[config.mk]
export PLATFORM = sky130hd
export DESIGN_NAME = high_score_text_renderer
export DESIGN_NICKNAME = d
export VERILOG_FILES = /design/src/rtl/high_score_text_renderer.sv
export SDC_FILE = /design/constraint.sdc
export NUM_CORES = 1
export LEC_CHECK = 0
export ABC_AREA = 1
export ABC_CLOCK_PERIOD_IN_PS = 2400
export CORE_ASPECT_RATIO = 1.1
export CORE_MARGIN = 4
export CORE_UTILIZATION = 40
export CTS_CLUSTER_SIZE = 12
export DETAILED_ROUTE_END_ITERATION = 8
export PLACE_DENSITY = 0.78
export SLEW_MARGIN = 20
export SYNTH_ARGS = -nofsm -noshare
export SYNTH_HDL_FRONTEND = slang
export SYNTH_SLANG_ARGS = --single-unit
[constraint.sdc]
create_clock -name clk -period 2.4 [get_ports clk]
set_clock_uncertainty 0.1 [all_clocks]
set_input_delay 0.72 -clock clk [delete_from_list [all_inputs] [get_ports clk]]
set_output_delay 0.72 -clock clk [all_outputs]
set_load 0.1 [all_outputs]
[src/rtl/high_score_text_renderer.sv]
// "HIGH SCORE" banner reader: drives the glyph ROM address from the pixel coordinates, covers the
// ROM's one-clock latency with a two-stage pipeline and gates the mask with a frame-counted blink.
module high_score_text_renderer #(
  parameter int unsigned X0            = 256,
  parameter int unsigned Y0            = 208,
  parameter int unsigned SCALE_LOG2    = 1,
  parameter int unsigned BLINK_FRAMES  = 15,
  parameter int unsigned BLINK_TOGGLES = 8,
  parameter logic [11:0] TEXT_RGB      = 12'hFF0,
  parameter logic [11:0] BG_RGB        = 12'h000
) (
  input  logic        clk,
  input  logic        reset,
  input  logic [9:0]  x,
  input  logic [9:0]  y,
  input  logic        video_on,
  input  logic        frame_tick,
  input  logic        new_high,
  input  logic [7:0]  rom_data,
  output logic [10:0] rom_addr,
  output logic        text_on,
  output logic [11:0] rgb,
  output logic        video_on_out
);

  localparam int unsigned FW = (BLINK_FRAMES > 1) ? $clog2(BLINK_FRAMES) : 1;
  localparam int unsigned TW = (BLINK_TOGGLES > 1) ? $clog2(BLINK_TOGGLES) : 1;
  localparam logic [FW-1:0] FrameLast  = FW'(BLINK_FRAMES - 1);
  localparam logic [TW-1:0] ToggleLast = TW'(BLINK_TOGGLES - 1);
  localparam logic [9:0]    X0V        = 10'(X0);
  localparam logic [9:0]    Y0V        = 10'(Y0);

  typedef enum logic [1:0] {StIdle, StShow, StHide} state_e;

  // ---------------------------------------------------------------------------
  // Address generation (combinational)
  // ---------------------------------------------------------------------------
  logic [9:0] rel_x, rel_y, xs, ys;
  logic [3:0] col;
  logic [2:0] bit_idx;
  logic [3:0] row;
  logic [6:0] slot;
  logic       in_region;

  always_comb begin
    rel_x   = x - X0V;
    rel_y   = y - Y0V;
    // Comparing the de-magnified coordinates is the same as rel < 80<<S and rel < 16<<S.
    xs      = rel_x >> SCALE_LOG2;
    ys      = rel_y >> SCALE_LOG2;
    in_region = (xs < 10'd80) && (ys < 10'd16);
    col     = xs[6:3];
    bit_idx = xs[2:0];
    row     = ys[3:0];
  end

  always_comb begin
    slot = 7'd0;
    case (col)
      4'd0:    slot = 7'd3;
      4'd1:    slot = 7'd4;
      4'd2:    slot = 7'd5;
      4'd3:    slot = 7'd6;
      4'd4:    slot = 7'd0;
      4'd5:    slot = 7'd7;
      4'd6:    slot = 7'd8;
      4'd7:    slot = 7'd9;
      4'd8:    slot = 7'd10;
      4'd9:    slot = 7'd11;
      default: slot = 7'd0;
    endcase
  end

  assign rom_addr = in_region ? {slot, row} : 11'h000;

  // ---------------------------------------------------------------------------
  // Blink FSM
  // ---------------------------------------------------------------------------
  state_e          state_q, state_d;
  logic [FW-1:0]   frame_cnt_q, frame_cnt_d;
  logic [TW-1:0]   toggle_cnt_q, toggle_cnt_d;
  logic            visible;

  always_comb begin
    state_d      = state_q;
    frame_cnt_d  = frame_cnt_q;
    toggle_cnt_d = toggle_cnt_q;
    if (new_high) begin
      // A coincident frame_tick is dropped so the restart always gets a full SHOW period.
      state_d      = StShow;
      frame_cnt_d  = '0;
      toggle_cnt_d = '0;
    end else if (frame_tick && (state_q != StIdle)) begin
      if (frame_cnt_q == FrameLast) begin
        frame_cnt_d = '0;
        if (toggle_cnt_q == ToggleLast) begin
          state_d      = StIdle;
          toggle_cnt_d = '0;
        end else begin
          toggle_cnt_d = toggle_cnt_q + 1'b1;
          state_d      = (state_q == StShow) ? StHide : StShow;
        end
      end else begin
        frame_cnt_d = frame_cnt_q + 1'b1;
      end
    end
  end

  // Next state so a transition applies to the pixel captured on the same edge.
  assign visible = (state_d != StHide);

  always_ff @(posedge clk or posedge reset) begin
    if (reset) begin
      state_q      <= StIdle;
      frame_cnt_q  <= '0;
      toggle_cnt_q <= '0;
    end else begin
      state_q      <= state_d;
      frame_cnt_q  <= frame_cnt_d;
      toggle_cnt_q <= toggle_cnt_d;
    end
  end

  // ---------------------------------------------------------------------------
  // Pixel pipeline: stage 1 runs alongside the ROM, stage 2 merges rom_data
  // ---------------------------------------------------------------------------
  logic        in_region_q, in_region_d;
  logic [2:0]  bit_idx_q, bit_idx_d;
  logic        video_on_q, video_on_d;
  logic        text_on_q, text_on_d;
  logic [11:0] rgb_q, rgb_d;
  logic        video_on_out_q, video_on_out_d;

  always_comb begin
    in_region_d    = in_region;
    bit_idx_d      = bit_idx;
    video_on_d     = video_on;
    text_on_d      = in_region_q & rom_data[3'd7 - bit_idx_q] & visible;
    rgb_d          = video_on_q ? (text_on_d ? TEXT_RGB : BG_RGB) : 12'h000;
    video_on_out_d = video_on_q;
  end

  always_ff @(posedge clk or posedge reset) begin
    if (reset) begin
      in_region_q    <= 1'b0;
      bit_idx_q      <= 3'd0;
      video_on_q     <= 1'b0;
      text_on_q      <= 1'b0;
      rgb_q          <= 12'h000;
      video_on_out_q <= 1'b0;
    end else begin
      in_region_q    <= in_region_d;
      bit_idx_q      <= bit_idx_d;
      video_on_q     <= video_on_d;
      text_on_q      <= text_on_d;
      rgb_q          <= rgb_d;
      video_on_out_q <= video_on_out_d;
    end
  end

  assign text_on      = text_on_q;
  assign rgb          = rgb_q;
  assign video_on_out = video_on_out_q;

endmodule
; Word-level counts from Yosys, hierarchy flattened
; Memories as Yosys holds them, arrays and structs flattened.
; Cells that the tools add are included.
[classes]
addsub = 5
multipliers = 0
div = 0
n_lt_le_gt_ge = 3
n_eq_ne = 4
shift = 0
n_mux = 17
n_bitwise = 2
n_reduce_logical = 6
[ops]
columns = op, n
row1 = two-way mux 12 bit, 2
row2 = two-way mux 3 bit, 4
row3 = two-way mux 4 bit, 3
row4 = two-way mux 11 bit, 1
row5 = two-way mux 2 bit, 5
row6 = subtractor 10 x 8 -> 10 bit (second input constant), 1
row7 = subtractor 10 x 9 -> 10 bit (second input constant), 1
row8 = < comparator 9 x 5 -> 1 bit (second input constant), 1
row9 = < comparator 9 x 7 -> 1 bit (second input constant), 1
row10 = nonzero test 2 bit, 3
row11 = adder 4 x 1 -> 4 bit (second input constant), 1
row12 = equality test 4 bit (second input constant), 1
row13 = < comparator 3 x 4 -> 1 bit (second input constant), 1
row14 = adder 3 x 1 -> 3 bit (second input constant), 1
row15 = binary-select mux 1 bit (select 3 bit), 1
row16 = equality test 3 bit (second input constant), 1
row17 = subtractor 3 bit (first input constant), 1
row18 = bitwise AND 1 bit, 2
row19 = equality test 2 x 1 -> 1 bit (second input constant), 1
row20 = logical AND 1 bit, 2
row21 = inequality test 2 bit (second input constant), 1
row22 = AND reduction 2 bit, 1
row23 = two-way mux 1 bit, 1
[word_totals]
register_bits = 28
latch_bits = 0
ram_bits = 0
mem_bits_ro = 64
inputBits = 33
output_inout_bits = 25
word_cells = 47
n_memories = 1
[mem_list]
columns = memory, depth, word_bits, rd, rd_clocked_by_memory_dff, write_ports, line_no
row1 = (no name shown), 16, 4, 1, 0, 0, 59  ; case (col)

; Longest topological paths before layout
; Gate-level depths: netlist (run 1).
[logic_depth]
word_depth = 10
mapped_depth = 9
mapped_depth_nobuf = 9

; Worst setup path before layout (run 1)
; Ideal clock, no wire load.
[synth_timing]
path_type = input port to output port
start = input port y[4]
end = output port rom_addr[0]
t_arrival_ns = 2.665
required_time_ns = 1.580
slack_ns = -1.085
stages = 6
path_buffers = 0
cell_sequence = inv_1 > ha_1 > nand4_1 > nor2_1 > nand3b_2 > nor2_1
[synth_via]
elab_chain_cells = 4
[synth_lines]
columns = item, line_no
row1 = from (decl), 15  ; input logic [9:0] y,
row2 = subtractor 10 x 8 -> 10 bit, 47  ; rel_y = y - Y0V;
row3 = < comparator 9 x 5 -> 1 bit, 51  ; in_region = (xs < 10'd80) && (ys < 10'd16);
row4 = logical AND 1 bit, 51
row5 = two-way mux 11 bit, 74  ; assign rom_addr = in_region ? {slot, row} : 11'h000;
row6 = to (decl), 20  ; output logic [10:0] rom_addr,
; Every way passes these cells.

; Worst setup path in the final report (run 1)
[layout_timing]
start = input port y[5]
end = output port rom_addr[5]
; The elaborated chain is that of the path after synthesis.

==> metrics.json, run 1 <==
{
  "outcome": {"value": "complete, but fails checks"},
  "grt_pass1_wl": {"value": 4802, "unit": "um"},
  "r2r_setup_slack": {"value": 0.74, "unit": "ns"},
  "tcrit_tclk_final": {"value": 117.0, "unit": "%"},
  "remaining_drc_errors": {"value": 0},
  "final_hold_viol_count": {"value": 0},
  "min_delay_path_depth": {"value": 0},
  "grt_util_overall": {"value": 16.00, "unit": "%"},
  "grt-ovfl-total": {"value": 0},
  "grt_max_degree": {"value": 18},
  "clk-insertion-delay-late": {"value": 0.30, "unit": "ns"},
  "cts_tree": {"value": "built"},
  "slew_headroom": {"value": 55.90, "unit": "%"},
  "cts_root_buffer": {"value": "sky130_fd_sc_hd__clkbuf_4"},
  "seq_area_frac_synth": {"value": 36.60, "unit": "%"},
  "worst_hold_path_startpoint": {"value": "video_on_out_d$_DFF_PP0_"},
  "first_global_vias": {"value": 1145},
  "ys_ff_latch": {"value": 17},
  "clock-sinks": {"value": 17},
  "dieWidth": {"value": 59.40, "unit": "um"},
  "power.static_leakage": {"value": 0.9773, "unit": "nW"},
  "cp_data_required_time": {"value": 1.58, "unit": "ns"},
  "finalWorstPathRequiredPeriod": {"value": 2.808, "unit": "ns"},
  "yosysWarnings": {"value": 0},
  "fmaxAchievable": {"value": 356.1, "unit": "MHz"},
  "final_wl": {"value": 3070, "unit": "um"},
  "critPathArrivalTime": {"value": 1.99, "unit": "ns"},
  "postLayoutSetupSlackWorst": {"value": -0.4083, "unit": "ns"},
  "postRouteAntennaNets": {"value": 0},
  "mean_routed_wirelength_per_cell": {"value": 12.90, "unit": "um"},
  "hold_path.class": {"value": "reg -> reg"},
  "initial_antenna_violation_count": {"value": 0},
  "cts_max_path_buffers": {"value": 2},
  "peakVddDrop": {"value": 0.2153, "unit": "mV"},
  "initial_core_util": {"value": 41.85, "unit": "%"},
  "setup.worst_path.end_class": {"value": "primary output"},
  "cap_viol_max_count": {"value": 0},
  "synth.top_cells.by_area": {"value": "sky130_fd_sc_hd__dfrtp_1, sky130_fd_sc_hd__buf_4, sky130_fd_sc_hd__inv_1, sky130_fd_sc_hd__nand2_1, sky130_fd_sc_hd__ha_1"},
  "drt-initial-drc-count": {"value": 47},
  "first_pass_drt_iterations": {"value": 4},
  "final_layout_size_suffix_gt1_share": {"value": 33.66, "unit": "%"},
  "fill_cells": {"value": 209},
  "floorplan.die_area": {"value": 3833, "unit": "um2"},
  "htree_levels": {"value": 1},
  "synth_largest_type_area_fraction": {"value": 36.60, "unit": "%"},
  "post_drt_via_cell_ratio": {"value": 4.937},
  "timing.setup.critical_path_class": {"value": "in -> out"},
  "regToRegStartpoint": {"value": "toggle_cnt_q[0]$_DFFE_PP0P_"},
  "vias": {"value": 1175},
  "areaGrowthSynthToFinish": {"value": 72.12, "unit": "%"},
  "gp_congestion": {"value": 0.8184},
  "ioPinCount": {"value": 58},
  "cts_buffers": {"value": 3},
  "combined_area_of_the_multi_input_logic_cells": {"value": 675.6, "unit": "um2"},
  "dpl-instance-area": {"value": 1864, "unit": "um2"},
  "core_area": {"value": 2778, "unit": "um2"},
  "synthesis.area": {"value": 1162, "unit": "um2"},
  "final_net_count": {"value": 245},
  "portBuffers": {"value": 48},
  "clk_pin_slew": {"value": 0.09, "unit": "ns"},
  "worst_slew_pin_slew": {"value": 0.6608, "unit": "ns"},
  "synth.avg_cell_area": {"value": 7.698, "unit": "um2"},
  "maxSlewViolCount": {"value": 0},
  "timing.critical_path.from_type": {"value": "primary input"},
  "crit_fanout": {"value": 4},
  "layout.core_utilization": {"value": 72.03, "unit": "%"},
  "yosys.area.top_type": {"value": "sky130_fd_sc_hd__dfrtp_1"},
  "floorplan.rows": {"value": 20},
  "worst_setup_path_startpoint": {"value": "y[5]"},
  "design_area": {"value": 2001, "unit": "um2"},
  "pre_cts_ws": {"value": -0.9344, "unit": "ns"},
  "power.density_cell_area": {"value": 335.6, "unit": "nW/um2"},
  "layout.cells.most_common_list": {"value": "sky130_fd_sc_hd__inv_1, sky130_fd_sc_hd__nand2_1, sky130_fd_sc_hd__clkdlybuf4s50_1"},
  "synthDistinctLibCells": {"value": 24},
  "dp.final_hpwl": {"value": 2360, "unit": "um"},
  "netlist_instances": {"value": 151},
  "grt_setup_unrepaired": {"value": "true"},
  "ff2ff_path_depth": {"value": 8},
  "min_delay_worst_endpoint": {"value": "video_on_out$_DFF_PP0_"},
  "ff_latch_area": {"value": 425.4, "unit": "um2"},
  "antenna_cells_inserted": {"value": 0},
  "failed_checks": {"value": "negative setup slack"},
  "final-setup-viol-count": {"value": 8},
  "worstReg2RegEnd": {"value": "text_on$_DFF_PP0_"},
  "p_total": {"value": 0.6713, "unit": "mW"},
  "die_h": {"value": 64.54, "unit": "um"}
}
-- critical path, stage by stage --
cell and delay, ns:
sky130_fd_sc_hd__buf_8 0.09, sky130_fd_sc_hd__inv_8 0.03, sky130_fd_sc_hd__ha_4 0.24, sky130_fd_sc_hd__nand4_1 0.15, sky130_fd_sc_hd__nor2_4 0.16, sky130_fd_sc_hd__buf_6 0.12, sky130_fd_sc_hd__nand3b_4 0.13, sky130_fd_sc_hd__a21oi_4 0.16
sky130_fd_sc_hd__buf_12 0.19
-- sequential cells by signal, indices dropped and copies added (netlist names) --
register	flops
in_region_q	1
video_on_out	1
text_on	1
frame_cnt_q	4
state_q	2
rgb	1
bit_idx_q	3
toggle_cnt_q	3
video_on_out_d	1
-- cell type report --
| class | instances | area share, % |
|---|---|---|
| Sequential cell | 17 | 21.26 |
| Timing Repair Buffer | 57 | 35.33 |
| Tap cell | 33 | 2.064 |
| Multi-Input combinational cell | 97 | 33.77 |
| Inverter | 30 | 6.254 |
| Clock buffer | 4 | 1.313 |
-- synth_stat cells (all sizes together) --
cell type  count
xor2           1
buf           14
nand4          2
o41ai          1
conb           1
dfrtp         17
nor2          19
nor3           2
nand3         10
a21oi          8
nand3b         3
ha             6
o21ai         11
nand2         26
inv           30
-- logic make-up after synthesis --
logic type / Yosys count / share of synthesized area (%)
AND/OR/NAND/NOR: 62 / 27.56
buffers and inverters: 44 / 18.73
AO/OA/AOI/OAI: 20 / 9.580
flip-flops: 17 / 36.60
adder cells (fa/ha/maj): 6 / 6.458
XOR/XNOR: 1 / 0.7536
other: 1 / 0.3226
-- where the power goes --
group / internal [mW] / switching, mW
Combinational: 0.0786 / 0.136
Clock: 0.0647 / 0.0916
Sequential: 0.294 / 0.00656
-- through the flow --
step           TNS, ns  instances  hold WS (ns)
2_1_floorplan   -4.541        157        0.2537
3_3_place_gp    -6.773        229        0.2586
3_5_place_dp    -7.298        229        0.2750
4_1_cts         -2.877        236        0.2942
5_1_grt         -3.310        238        0.3248
6_report        -2.907        238        0.2891
-- metal layers --
layer / wire, um / GRT usage [%]
met5: 0 / 0
met4: 51 / 6.799
met1: 999 / 16.11
met3: 237 / 3.187
met2: 1781 / 30.46
-- repair_timing --
item / in CTS / in global routing
hold buffers: 0 / 0
gates resized for setup: 38 / 6
pin swaps: 8 / 5
cloned: 1 / 0
buffers inserted: 2 / 2
setup endpoints to repair: 8 / 8
-- worst max path at each step --
stage / endpoint / cells past startpoint
2_1_floorplan: rom_addr[0] / 6
3_3_place_gp: rom_addr[4] / 8
3_5_place_dp: rom_addr[4] / 8
4_1_cts: rom_addr[0] / 9
5_1_grt: rom_addr[4] / 8
6_report: rom_addr[5] / 9
No activity file was read; power rests on OpenSTA's default activity.
==> inputs of run 2 (changes only) <==
CORE_UTILIZATION = 41   (was 40)
CTS_BUF_LIST = sky130_fd_sc_hd__clkbuf_2 sky130_fd_sc_hd__clkbuf_4 sky130_fd_sc_hd__clkbuf_8   (was not set)
PLACE_DENSITY = 0.8   (was 0.78)
==> metrics.json, run 2 (synthesis results as in run 1) <==
{
  "grt_util_overall": {"value": 16.38, "unit": "%"},
  "ff2ff_path_depth": {"value": 8},
  "outcome": {"value": "complete, but fails checks"},
  "initial_core_util": {"value": 42.23, "unit": "%"},
  "regToRegStartpoint": {"value": "toggle_cnt_q[0]$_DFFE_PP0P_"},
  "final_hold_viol_count": {"value": 0},
  "final_net_count": {"value": 248},
  "portBuffers": {"value": 48},
  "worst_slew_pin_slew": {"value": 0.6296, "unit": "ns"},
  "fill_cells": {"value": 206},
  "worst_setup_path_startpoint": {"value": "y[6]"},
  "grt_max_degree": {"value": 18},
  "dpl.cell_count": {"value": 232},
  "layout.cells.most_common_list": {"value": "sky130_fd_sc_hd__inv_1, sky130_fd_sc_hd__nand2_1, sky130_fd_sc_hd__clkdlybuf4s50_1"},
  "cts_max_path_buffers": {"value": 2},
  "fmaxAchievable": {"value": 354.6, "unit": "MHz"},
  "failed_checks": {"value": "negative setup slack"},
  "largest_register_ffs": {"value": 4},
  "postLayoutSetupSlackWorst": {"value": -0.4198, "unit": "ns"},
  "regMostFlops": {"value": "frame_cnt_q"},
  "worstReg2RegEnd": {"value": "text_on$_DFF_PP0_"},
  "final_layout_size_suffix_gt1_share": {"value": 35.10, "unit": "%"},
  "remaining_drc_errors": {"value": 0},
  "mostFrequentLayoutCell": {"value": "sky130_fd_sc_hd__inv_1"},
  "post_cts_hold_buffer_count": {"value": 0},
  "slew_headroom": {"value": 57.98, "unit": "%"},
  "r2r_setup_slack": {"value": 0.77, "unit": "ns"},
  "clock-sinks": {"value": 17},
  "grt_setup_unrepaired": {"value": "true"},
  "postRouteAntennaNets": {"value": 0},
  "final-setup-viol-count": {"value": 8},
  "largest_registers_in_the_final_layout": {"value": "frame_cnt_q: 4 flops, bit_idx_q: 3 flops, toggle_cnt_q: 3 flops"},
  "final_wl": {"value": 2928, "unit": "um"},
  "pre_cts_ws": {"value": -0.9491, "unit": "ns"},
  "power.density_cell_area": {"value": 335.3, "unit": "nW/um2"},
  "layout.cells.non_filler": {"value": 241},
  "power.static_leakage": {"value": 1.030, "unit": "nW"},
  "cts_root_buffer": {"value": "sky130_fd_sc_hd__clkbuf_4"},
  "htree_levels": {"value": 1},
  "dieWidth": {"value": 58.77, "unit": "um"},
  "post_drt_via_cell_ratio": {"value": 4.830},
  "initial_antenna_violation_count": {"value": 0},
  "timing.setup.critical_path_class": {"value": "in -> out"},
  "gp_congestion": {"value": 0.8784},
  "clk_pin_slew": {"value": 0.08, "unit": "ns"},
  "first_global_vias": {"value": 1195},
  "mean_routed_wirelength_per_cell": {"value": 12.15, "unit": "um"},
  "areaGrowthSynthToFinish": {"value": 75.67, "unit": "%"},
  "timing.critical_path.from_type": {"value": "primary input"},
  "critPathArrivalTime": {"value": 2.00, "unit": "ns"},
  "grt-ovfl-total": {"value": 0},
  "final.hold.worst_slack": {"value": 0.2816, "unit": "ns"},
  "antenna_cells_inserted": {"value": 0},
  "cts_buffers": {"value": 3},
  "first_pass_drt_iterations": {"value": 4},
  "timing.critical_path.to": {"value": "rom_addr[1]"},
  "grt_pass1_wl": {"value": 4843, "unit": "um"},
  "maxSlewViolCount": {"value": 0},
  "p_total": {"value": 0.6846, "unit": "mW"},
  "floorplan.die_area": {"value": 3752, "unit": "um2"},
  "clk-insertion-delay-late": {"value": 0.30, "unit": "ns"},
  "cp_data_required_time": {"value": 1.58, "unit": "ns"},
  "ioPinCount": {"value": 58},
  "tcrit_tclk_final": {"value": 117.5, "unit": "%"},
  "peakVddDrop": {"value": 0.2138, "unit": "mV"},
  "drt-initial-drc-count": {"value": 52},
  "vias": {"value": 1164},
  "cap_viol_max_count": {"value": 0},
  "dp.final_hpwl": {"value": 2369, "unit": "um"},
  "finalWorstPathRequiredPeriod": {"value": 2.820, "unit": "ns"},
  "floorplan.rows": {"value": 20},
  "hold_path.class": {"value": "reg -> reg"},
  "die_h": {"value": 63.85, "unit": "um"},
  "core_area": {"value": 2753, "unit": "um2"},
  "crit_fanout": {"value": 4},
  "cts_tree": {"value": "built"},
  "setup.worst_path.end_class": {"value": "primary output"}
}
-- run 2: report_power, final --
group,internal (mW),switching (mW)
Sequential,0.294,0.00649
Clock,0.0760,0.0880
Combinational,0.0858,0.134
Total,0.456,0.229
-- run 2: worst max-delay path, stage by stage --
cell	delay (ns)
sky130_fd_sc_hd__clkdlybuf4s15_1	0.18
sky130_fd_sc_hd__buf_6	0.12
sky130_fd_sc_hd__nand2_2	0.06
sky130_fd_sc_hd__nand4_1	0.15
sky130_fd_sc_hd__nor2_4	0.15
sky130_fd_sc_hd__buf_4	0.14
sky130_fd_sc_hd__nand3b_4	0.13
sky130_fd_sc_hd__nor2_4	0.16
sky130_fd_sc_hd__buf_12	0.18
-- run 2: per-stage QoR --
stage / utilization (%) / instance area, um2 / TNS [ns]
2_1_floorplan: - / 1255 / -4.541
5_1_grt: 74.18 / 2042 / -3.474
3_5_place_dp: 68.55 / 1887 / -7.491
4_1_cts: 73.23 / 2016 / -3.180
6_report: 74.18 / 2042 / -2.960
3_3_place_gp: 68.55 / 1887 / -6.726
-- run 2: layout make-up --
class	count	area [um2]	share of cell area (%)
clock buffer	4	30.03	1.471
inverter	30	125.1	6.127
multi-input combinational	97	668.1	32.72
sequential	17	425.4	20.83
tap	33	41.29	2.022
timing repair buffer	60	752.0	36.83
-- run 2: repair_timing --
action                                 CTS  global route
gates resized for setup                 35            12
endpoints found under the hold margin    0             0
buffers inserted                         4             0
setup endpoints to repair                8             8
cloned                                   1             0
pin swaps                                8            10
-- run 2: layer usage --
metal | track usage (%) | wire [um]
met5 | 0 | 0
met4 | 5.382 | 48
met1 | 15.72 | 956
met3 | 3.636 | 207
met2 | 32.60 | 1716
-- run 2: worst min path at each step --
| stage | start | to | slack [ns] | cells after the start |
|---|---|---|---|---|
| after floorplan | video_on_out_d$_DFF_PP0_ | video_on_out$_DFF_PP0_ | 0.25 | 0 |
| final | video_on_out_d$_DFF_PP0_ | video_on_out$_DFF_PP0_ | 0.28 | 0 |
| after global routing | video_on_out_d$_DFF_PP0_ | video_on_out$_DFF_PP0_ | 0.30 | 0 |
| after global placement | video_on_out_d$_DFF_PP0_ | video_on_out$_DFF_PP0_ | 0.26 | 0 |
| after detailed placement | video_on_out_d$_DFF_PP0_ | video_on_out$_DFF_PP0_ | 0.26 | 0 |
| after CTS | video_on_out_d$_DFF_PP0_ | video_on_out$_DFF_PP0_ | 0.28 | 0 |
